**src/rtl/lsu_mem_stage.sv**
```systemverilog
// lsu_mem_stage -- load/store memory stage.
// Decodes one load/store instruction per request, checks legality and
// alignment, and runs a single request/ack transaction on a 64-bit
// big-endian memory port with a 16-cycle ack timeout.
//
// Ports
//   i_clk, i_reset            clock, synchronous active-high reset
//   i_start                   one-cycle request (ignored while busy)
//   i_opcode, i_xods          primary opcode and DS-form sub-opcode
//   i_ea, i_store_data        effective address and store source value
//   o_busy, o_done            operation in progress / one-cycle completion
//   o_load_data               extended load result (0 for stores)
//   o_err                     0 ok, 1 misaligned, 2 illegal op, 3 timeout
//   o_update                  STWU base-register update request
//   o_mem_*, i_mem_rdata/ack  memory request port
module lsu_mem_stage (
  input  logic        i_clk,
  input  logic        i_reset,
  input  logic        i_start,
  input  logic [5:0]  i_opcode,
  input  logic [1:0]  i_xods,
  input  logic [63:0] i_ea,
  input  logic [63:0] i_store_data,
  output logic        o_busy,
  output logic        o_done,
  output logic [63:0] o_load_data,
  output logic [1:0]  o_err,
  output logic        o_update,
  output logic        o_mem_req,
  output logic        o_mem_we,
  output logic [63:0] o_mem_addr,
  output logic [7:0]  o_mem_be,
  output logic [63:0] o_mem_wdata,
  input  logic [63:0] i_mem_rdata,
  input  logic        i_mem_ack
);

  typedef enum logic [1:0] {
    ST_IDLE = 2'd0,
    ST_REQ  = 2'd1,
    ST_RESP = 2'd2
  } state_t;

  // access size encoded as log2(bytes)
  localparam logic [1:0] SZ_B = 2'd0;
  localparam logic [1:0] SZ_H = 2'd1;
  localparam logic [1:0] SZ_W = 2'd2;
  localparam logic [1:0] SZ_D = 2'd3;

  typedef struct packed {
    logic       legal;
    logic       store;
    logic       sign;
    logic       upd;
    logic [1:0] size;
  } dec_t;

  // Opcode table; xods only qualifies the DS-form opcodes 58 and 62.
  function automatic dec_t f_decode(input logic [5:0] op, input logic [1:0] xo);
    dec_t d;
    d = '0;
    case (op)
      6'd34: d = '{1'b1, 1'b0, 1'b0, 1'b0, SZ_B};  // LBZ
      6'd40: d = '{1'b1, 1'b0, 1'b0, 1'b0, SZ_H};  // LHZ
      6'd42: d = '{1'b1, 1'b0, 1'b1, 1'b0, SZ_H};  // LHA
      6'd32: d = '{1'b1, 1'b0, 1'b0, 1'b0, SZ_W};  // LWZ
      6'd58: begin
        if (xo == 2'd0)      d = '{1'b1, 1'b0, 1'b0, 1'b0, SZ_D};  // LD
        else if (xo == 2'd2) d = '{1'b1, 1'b0, 1'b1, 1'b0, SZ_W};  // LWA
        else                 d = '0;
      end
      6'd38: d = '{1'b1, 1'b1, 1'b0, 1'b0, SZ_B};  // STB
      6'd44: d = '{1'b1, 1'b1, 1'b0, 1'b0, SZ_H};  // STH
      6'd36: d = '{1'b1, 1'b1, 1'b0, 1'b0, SZ_W};  // STW
      6'd37: d = '{1'b1, 1'b1, 1'b0, 1'b1, SZ_W};  // STWU
      6'd62: begin
        if (xo == 2'd0) d = '{1'b1, 1'b1, 1'b0, 1'b0, SZ_D};  // STD
        else            d = '0;
      end
      default: d = '0;
    endcase
    return d;
  endfunction

  function automatic logic f_misaligned(input logic [1:0] size, input logic [2:0] off);
    case (size)
      SZ_B:    return 1'b0;
      SZ_H:    return off[0];
      SZ_W:    return |off[1:0];
      SZ_D:    return |off;
      default: return 1'b0;
    endcase
  endfunction

  // Stores enable exactly the written lanes; loads flag only the lane of
  // the first addressed byte since the whole doubleword is returned.
  function automatic logic [7:0] f_be(input logic store, input logic [1:0] size,
                                      input logic [2:0] off);
    logic [7:0] m;
    if (!store) begin
      m = 8'h80;
    end else begin
      case (size)
        SZ_B:    m = 8'h80;
        SZ_H:    m = 8'hC0;
        SZ_W:    m = 8'hF0;
        SZ_D:    m = 8'hFF;
        default: m = 8'h00;
      endcase
    end
    return m >> off;
  endfunction

  // Replicating the low bytes places them in whichever aligned lanes are addressed.
  function automatic logic [63:0] f_wdata(input logic [1:0] size, input logic [63:0] d);
    case (size)
      SZ_B:    return {8{d[7:0]}};
      SZ_H:    return {4{d[15:0]}};
      SZ_W:    return {2{d[31:0]}};
      default: return d;
    endcase
  endfunction

  // Shift the addressed big-endian field to the top, then extend it down.
  function automatic logic [63:0] f_extract(input logic [63:0] rdata, input logic [2:0] off,
                                            input logic [1:0] size, input logic sign);
    logic [63:0] w;
    w = rdata << {off, 3'b000};
    case (size)
      SZ_B:    return {{56{sign & w[63]}}, w[63:56]};
      SZ_H:    return {{48{sign & w[63]}}, w[63:48]};
      SZ_W:    return {{32{sign & w[63]}}, w[63:32]};
      default: return w;
    endcase
  endfunction

  state_t      r_state;
  logic        r_busy, r_done, r_update, r_mem_req, r_mem_we;
  logic [1:0]  r_err;
  logic [63:0] r_load_data, r_mem_addr, r_mem_wdata;
  logic [7:0]  r_mem_be;
  logic [3:0]  r_tmo_cnt;
  // decoded attributes of the accepted instruction (stand in for opcode/xods)
  logic        r_store, r_sign, r_upd;
  logic [1:0]  r_size;
  logic [2:0]  r_off;

  dec_t w_dec;
  logic w_misaligned;

  assign w_dec        = f_decode(i_opcode, i_xods);
  assign w_misaligned = f_misaligned(w_dec.size, i_ea[2:0]);

  // Transaction FSM with all outputs registered.
  always_ff @(posedge i_clk) begin
    if (i_reset) begin
      r_state     <= ST_IDLE;
      r_busy      <= 1'b0;
      r_done      <= 1'b0;
      r_update    <= 1'b0;
      r_mem_req   <= 1'b0;
      r_mem_we    <= 1'b0;
      r_err       <= 2'd0;
      r_load_data <= 64'd0;
      r_mem_addr  <= 64'd0;
      r_mem_wdata <= 64'd0;
      r_mem_be    <= 8'd0;
      r_tmo_cnt   <= 4'd0;
      r_store     <= 1'b0;
      r_sign      <= 1'b0;
      r_upd       <= 1'b0;
      r_size      <= 2'd0;
      r_off       <= 3'd0;
    end else begin
      case (r_state)
        ST_IDLE: begin
          r_done <= 1'b0;
          if (i_start) begin
            r_store <= w_dec.store;
            r_sign  <= w_dec.sign;
            r_upd   <= w_dec.upd;
            r_size  <= w_dec.size;
            r_off   <= i_ea[2:0];
            r_busy  <= 1'b1;
            if (!w_dec.legal || w_misaligned) begin
              // Early completion: illegal outranks misaligned, no memory access.
              r_state     <= ST_RESP;
              r_done      <= 1'b1;
              r_err       <= w_dec.legal ? 2'd1 : 2'd2;
              r_load_data <= 64'd0;
              r_update    <= 1'b0;
            end else begin
              r_state     <= ST_REQ;
              r_mem_req   <= 1'b1;
              r_mem_we    <= w_dec.store;
              r_mem_addr  <= {i_ea[63:3], 3'b000};
              r_mem_be    <= f_be(w_dec.store, w_dec.size, i_ea[2:0]);
              r_mem_wdata <= f_wdata(w_dec.size, i_store_data);
              r_tmo_cnt   <= 4'd0;
            end
          end
        end
        ST_REQ: begin
          if (i_mem_ack) begin
            r_state     <= ST_RESP;
            r_mem_req   <= 1'b0;
            r_mem_we    <= 1'b0;
            r_mem_be    <= 8'd0;
            r_done      <= 1'b1;
            r_err       <= 2'd0;
            r_load_data <= r_store ? 64'd0 : f_extract(i_mem_rdata, r_off, r_size, r_sign);
            r_update    <= r_upd;
          end else if (r_tmo_cnt == 4'd15) begin
            // sixteenth REQ cycle without ack
            r_state     <= ST_RESP;
            r_mem_req   <= 1'b0;
            r_mem_we    <= 1'b0;
            r_mem_be    <= 8'd0;
            r_done      <= 1'b1;
            r_err       <= 2'd3;
            r_load_data <= 64'd0;
            r_update    <= 1'b0;
          end else begin
            r_tmo_cnt <= r_tmo_cnt + 4'd1;
          end
        end
        ST_RESP: begin
          r_state <= ST_IDLE;
          r_done  <= 1'b0;
          r_busy  <= 1'b0;
        end
        default: begin
          r_state   <= ST_IDLE;
          r_done    <= 1'b0;
          r_busy    <= 1'b0;
          r_mem_req <= 1'b0;
        end
      endcase
    end
  end

  assign o_busy      = r_busy;
  assign o_done      = r_done;
  assign o_load_data = r_load_data;
  assign o_err       = r_err;
  assign o_update    = r_update;
  assign o_mem_req   = r_mem_req;
  assign o_mem_we    = r_mem_we;
  assign o_mem_addr  = r_mem_addr;
  assign o_mem_be    = r_mem_be;
  assign o_mem_wdata = r_mem_wdata;

endmodule

```
**config.mk**
```make
export PLATFORM = sky130hd
export DESIGN_NAME = lsu_mem_stage
export DESIGN_NICKNAME = d
export VERILOG_FILES = /design/src/rtl/lsu_mem_stage.sv
export SDC_FILE = /design/constraint.sdc
export NUM_CORES = 1
export LEC_CHECK = 0
export ABC_AREA = 1
export BUFFER_PORTS_ARGS = -buffer_cell sky130_fd_sc_hd__buf_2
export CORE_UTILIZATION = 37
export CTS_BUF_LIST = sky130_fd_sc_hd__clkbuf_2
export DETAILED_ROUTE_END_ITERATION = 8
export PLACE_DENSITY = 0.62
export SYNTH_ARGS = -nofsm -noshare
export SYNTH_HDL_FRONTEND = slang
export SYNTH_SLANG_ARGS = --single-unit
```
**constraint.sdc**
```tcl
create_clock -name i_clk -period 1.9 [get_ports i_clk]
set_input_delay 0.095 -clock i_clk [delete_from_list [all_inputs] [get_ports i_clk]]
set_output_delay 0.095 -clock i_clk [all_outputs]
set_load 0.01 [all_outputs]
```
# After elaboration in Yosys (flattened, before gate mapping)
# Index checks and enable logic that the tools add are counted.
op_classes:
  mux: 59
  bitwise_logic: 4
  n_reduce_logical: 17
  n_shift: 2
  eq_ne: 25
  n_addsub: 1
ops:
  columns: ["cell", "n"]
  rows:
  - ["$pmux W64 S3", 2]
  - ["$mux W64", 5]
  - ["$pmux W64 S2", 1]
  - ["$mux W8", 9]
  - ["$shl A64 B6 Y64", 1]
  - ["$eq A6 B6 Y1 const B", 10]
  - ["$pmux W6 S10", 1]
  - ["$pmux W8 S4", 1]
  - ["$mux W2", 9]
  - ["$mux W6", 3]
  - ["$mux W4", 4]
  - ["$pmux W8 S2", 1]
  - ["$mux W1", 14]
  - ["$reduce_and A4 Y1", 3]
  - ["$eq A2 B2 Y1 const B", 5]
  - ["$ne A2 B2 Y1 const B", 5]
  - ["$logic_not A2 Y1", 4]
  - ["$pmux W1 S2", 4]
  - ["$pmux W2 S2", 2]
  - ["$pmux W4 S2", 1]
  - ["$shr A8 B3 Y8", 1]
  - ["$eq A2 B1 Y1 const B", 3]
  - ["$reduce_and A2 Y1", 3]
  - ["$reduce_and A5 Y1", 1]
  - ["13 further kinds", 15]
totals:
  inputBits: 204
  output_inout_bits: 207
  elab_cells: 125
  ff_bits: 218

# Depth between registers and ports, before layout
logic_depth:
  ltp_word: 15
  depth_mapped: 16
  mapped_depth_nobuf: 14

# Worst setup path after synthesis
# OpenSTA, ideal clock, no wires.
synth_path:
  path_type: "flip-flop to flip-flop"
  start: "reg r_state[1]"
  end: "reg r_load_data[43], in the netlist o_load_data[43]"
  setup_time_ns: 0.128
  path_stages_with_launch: 13
  n_path_buf: 2
  period_less_slack_ns: 1.853
  arrival_ns: 1.725
  required_ns: 1.772
  setup_slack_ns: 0.047
  path_cell_list: "dfxtp_1 -> inv_1 -> nand2_1 -> clkinv_1 -> nand2_1 -> nand2_1 -> inv_2 -> o21bai_1 -> buf_2 -> buf_2 -> nand2_1 -> nand2_1 -> nor2_1"
synth_between:
  elab_chain_len: 3
  elab_cells_between_ends: 8
  classes_between: "eq/ne: 4; mux: 1; reduce/logical: 3"
synth_rtl:
  columns: ["element", "line", "source"]
  rows:
  - ["start, declared", "137", "state_t r_state;"]
  - ["start signal, assigned", "157", "r_state <= ST_IDLE;"]
  - ["start signal, assigned", "187", "r_state <= ST_RESP;"]
  - ["start signal, assigned", "193", "r_state <= ST_REQ;"]
  - ["$eq A2 B1 Y1 / $logic_not A2 Y1 (equally long branches)", "175", "case (r_state)"]
  - ["$ne A3 B3 Y1 (no line), or another cell as far along", null, null]
  - ["$reduce_and A4 Y1 (no line)", null, null]
  - ["end signal, assigned", "211", "r_load_data <= r_store ? 64'd0 : f_extract(i_mem_rdata, r_off, r_size, r_sign);"]
  - ["end, declared", "140", "logic [63:0] r_load_data, r_mem_addr, r_mem_wdata;"]
# Several ways; a longest one is shown, not always the timed one.
# A chain may end at the register's enable or synchronous reset.

# Worst setup path in the final report
layout_path:
  start: "in i_opcode[3]"
  end: "reg r_mem_wdata[44], in the netlist o_mem_wdata[44]"
layout_between:
  elab_chain_len: 7
  elab_cells_between_ends: 21
  classes_between: "eq/ne: 13; mux: 3; bitwise: 1; reduce/logical: 4"
layout_rtl:
  columns: ["element", "line", "source"]
  rows:
  - ["start, declared", "20", "input logic [5:0] i_opcode,"]
  - ["$eq A6 B6 Y1", "62", "case (op)"]
  - ["$pmux W6 S10 *", "62", null]
  - ["$eq A2 B2 Y1, or another cell as far along", "86", "case (size)"]
  - ["$pmux W1 S4", "86", null]
  - ["$logic_or A1 B1 Y1", "185", "if (!w_dec.legal || w_misaligned) begin"]
  - ["$not A1 Y1 (no line)", null, null]
  - ["$reduce_and A3 Y1 (no line)", null, null]
  - ["end signal, assigned", "198", "r_mem_wdata <= f_wdata(w_dec.size, i_store_data);"]
  - ["end, declared", "140", null]
# Every way passes the cells marked *; elsewhere a longest branch is shown, timed or not.

==> summary.md <==
| Metric | Value |
|---|---|
| Outcome | finished, violations left |
| Failing checks | negative setup slack |
| Largest stage delay, worst path | 0.57 ns |
| Total gr overflow | 0 |
| Critical path type | input pin to register |
| Number of remaining DRC errors | 0 |
| Worst-case clock buffer depth | 3 |
| WL final | 62,500 um |
| Root Buffer | clkbuf_2 |
| Placed Cells | 3,148 |
| Max Cap Violations | 0 |
| Pre-antenna DRT Iters | 8 |
| Clock skew | 0.0984 ns |
| Crit-path leading delay family | buffers and inverters |
| Post-synth top area share | 0.335 |
| Flop pwr share | 0.383 |
| Req. time, crit path | 2.79 ns |
| Comb pwr share | 0.351 |
| Avg Cell Area, Syn | 5.76 um^2 |
| Hold Crit Start | i_opcode[1] |
| Flop2flop setup slack | -0.02 ns |
| P_sw | 5.00 mW |
| # IOs | 411 |
| Fin cells | 3,637 |
| FF-to-FF End | o_load_data[61] |
| Synth Flop Type | dfxtp_1 |
| Fmax | 503 MHz |
| Final Hold Fails | 0 |
| Sink Count | 218 |
| CTS tree | built |
| Switch share | 0.376 |
| Slew Limit Fails | 0 |
| GR Util met2 | 0.530 |
| Power Internal | 8.29 mW |
| Die Footprint | 36,000 um^2 |
| WL/cell | 17.2 um |
| Number of nets still failing antenna checks after routing | 0 |
| Arr. time, crit path | 2.87 ns |
| Cell Pwr Density | 619 nW/um^2 |
| Via Count | 18,800 |
| Setup-failing EPs final | 10 |
| CP most frequent cell | nand3_1 |
| Cell Chain, Critical Path | dlygate4sd3_1 > buf_4 > nand2_1 > inv_1 > nand3_1 > nand3_4 > nor2_4 > buf_8 > buf_4 > nand3_1 > nand3_2 > nor2_1 > dlygate4sd3_1 > nand3_1 > nand2_1 > nor2_1 |
| Fin Setup TNS | -0.369 ns |
| WHS Endpoint | o_mem_be[5] |
| Number of buffers created by CTS | 60 |
| Vias in the first global route | 18,100 |
| Layout cells sized above 1 | 0.259 |
| R2r startpoint | r_off[0] |
| Met1 Track Usage GR | 0.393 |
| Post-Syn Instances | 2,264 |
| Worst setup SP type | input pin |
| Starting Density | 0.376 |
| Largest net degree at the start of global routing | 84 |
| H-tree depth | 2 |
| FILL cells | 3,015 |
| Tmin final | 1.99 ns |
| Vias per inst | 5.16 |
| WHS Path Cells | 9 |
| Final #Nets | 3,337 |
| All-Layer GR Usage | 0.329 |
| Clk_lat worst skew | 1.00 ns |
| Busiest grt layer | met2 |
| Area leader, netlist | dfxtp_1 |
| Ranking of synthesized cells by area | dfxtp_1 33%, nand2_1 17%, nor2_1 15% |
| Die Height | 190 um |
| Sequential area share after synthesis | 0.335 |
| Mapped Area | 13,000 um^2 |
| Gpl congestion | 0.924 |
| Synth Warn # | 0 |
| CP Max Fanout | 14 |
| Synth cell types | 33 |
| Final core occ | 0.620 |
| CP max stage cell | dlygate4sd3_1 |
| Path depth of the worst reg2reg path | 12 |
| Min-delay worst type | input pin to register |
| Worst IR Drop VDD | 0.000504 V |
| DR iter-0 viols | 1,826 |
| Count of flip-flops with a built-in enable after synthesis | 0 |
| PortBufs | 407 |
| Clk network pwr share | 0.267 |
| Initial antenna violation count | 4 |
| DPL Wire Length | 39,300 um |
| Layout area overhead | 64.8% |
| Pleak | 11.2 nW |
| Num rows | 68 |
| Measured slew at the worst slew-check pin | 0.793 ns |
| Most frequent cells in the layout | 571 x nand2_1, 493 x nor2_1, 405 x buf_2, 352 x dlygate4sd3_1, 347 x nand3_1 |
| CORE AREA | 34,600 um^2 |
| Asr flop ratio synth | 0 |
| Crit end category | register |
| Setup WS pre-CTS | -0.186 ns |
| Met3 Use GR | 0.0718 |
| Final Cycle Share | 1.05 |
| CP bufs+invs | 6 |
| Clock Pin Slew Worst Setup and Hold Paths | 0.11 ns |
| Synth Register Bits | 218 |
| Die width | 190 um |
| Slew HR | 0.471 |
| Global-route wire length before repair | 94,200 um |
| RSZ-0062 raised after global routing | true |
| Final WS setup | -0.0865 ns |
| Most common cell after layout, fill and taps aside | nand2_1 |
power by group through the flow:
stage / Clock, mW / Sequential (mW) / Combinational, mW
finish: 3.54 / 5.08 / 4.66
floorplan: 0 / 5.25 / 1.96
global route: 3.88 / 5.11 / 5.06
global placement: 0 / 5.17 / 3.70
detailed placement: 0 / 5.17 / 3.74
CTS: 3.65 / 5.07 / 4.37
synthesized netlist by cell type, types with 2 or more instances:
cell / number
nor2_4: 4
inv_2: 8
clkbuf_1: 68
o21ai_0: 88
nand3_2: 2
inv_1: 186
o211ai_1: 10
nor2_2: 6
nand4_1: 5
buf_1: 36
and2_1: 2
buf_4: 9
nor2_1: 523
nand2_1: 589
o22ai_1: 3
buf_6: 7
a21oi_1: 74
or2_2: 4
o21ai_1: 4
buf_2: 38
nor3_1: 2
a41oi_1: 4
a211oi_1: 2
clkinv_1: 2
nand3_1: 363
dfxtp_1: 218
cell families after synthesis:
family / after synthesis / share of synthesized area
AND/OR/NAND/NOR: 1502 / 0.475
buffers and inverters: 354 / 0.112
flip-flops: 218 / 0.335
AO/OA/AOI/OAI: 188 / 0.0764
adder cells (fa/ha/maj): 1 / 0.000960
other: 1 / 0.000288
state kept, by name, indices dropped and copies added (netlist names), 2 cells and up:
register     cells
o_mem_wdata     64
r_off            3
r_size           2
o_mem_addr      61
o_mem_be         8
r_state          2
o_err            2
r_tmo_cnt        4
o_load_data     64
worst max-delay path by stage:
stage / from / to / slack, ns / cells after the start
finish: i_opcode[3] / o_mem_wdata[44] / -0.09 / 16
global route: r_off[0] / o_load_data[59] / -0.12 / 10
CTS: r_off[0] / o_load_data[41] / 0.0003 / 12
detailed placement: r_off[0] / o_load_data[52] / -0.19 / 13
global placement: r_off[0] / o_load_data[52] / -0.16 / 13
floorplan: r_state[1] / o_load_data[43] / 0.05 / 12
per-layer routing:
layer / vias up / wire (um)
li1: 8882 / -
met1: 8533 / 24900
met2: 1049 / 28200
met3: 295 / 5590
met4: 0 / 3770
met5: - / 0
worst reg2reg max path, delay by kind of cell (launching register included):
family	cells	cell delay [ns]
compound gates	1	0.09
buf+inv	4	0.63
flops	1	0.40
simple gates	7	0.69
repair_timing:
| item | 4_1_cts | 5_1_grt |
|---|---|---|
| hold buffers | 359 | 1 |
| buffers inserted | 5 | 16 |
| gates cloned | 0 | 3 |
| endpoints found under the hold margin | 218 | 1 |
| pin swaps | 1 | 39 |
| gates resized for setup | 27 | 141 |
| setup endpoints to repair | 44 | 99 |
area by class of cell:
| cell class | instances | area [um^2] | area share |
|---|---|---|---|
| Tap cell | 455 | 569 | 0.0265 |
| Multi-Input combinational cell | 1694 | 7630 | 0.355 |
| Inverter | 196 | 743 | 0.0346 |
| Sequential cell | 218 | 4380 | 0.204 |
| Clock buffer | 85 | 425 | 0.0198 |
| Timing Repair Buffer | 962 | 7590 | 0.354 |
| Clock inverter | 23 | 123 | 0.00571 |
| Antenna cell | 4 | 10.0 | 0.000466 |
stage by stage:
step           area (um^2)  hold slack (ns)  total power, mW
2_1_floorplan        13000            0.287             7.21
4_1_cts              20900         0.000691             13.1
3_3_place_gp         16600            0.419             8.87
5_1_grt              21500           0.0831             14.1
6_report             21500           0.0610             13.3
3_5_place_dp         16600            0.434             8.90
(Power assumes the default switching activity.)
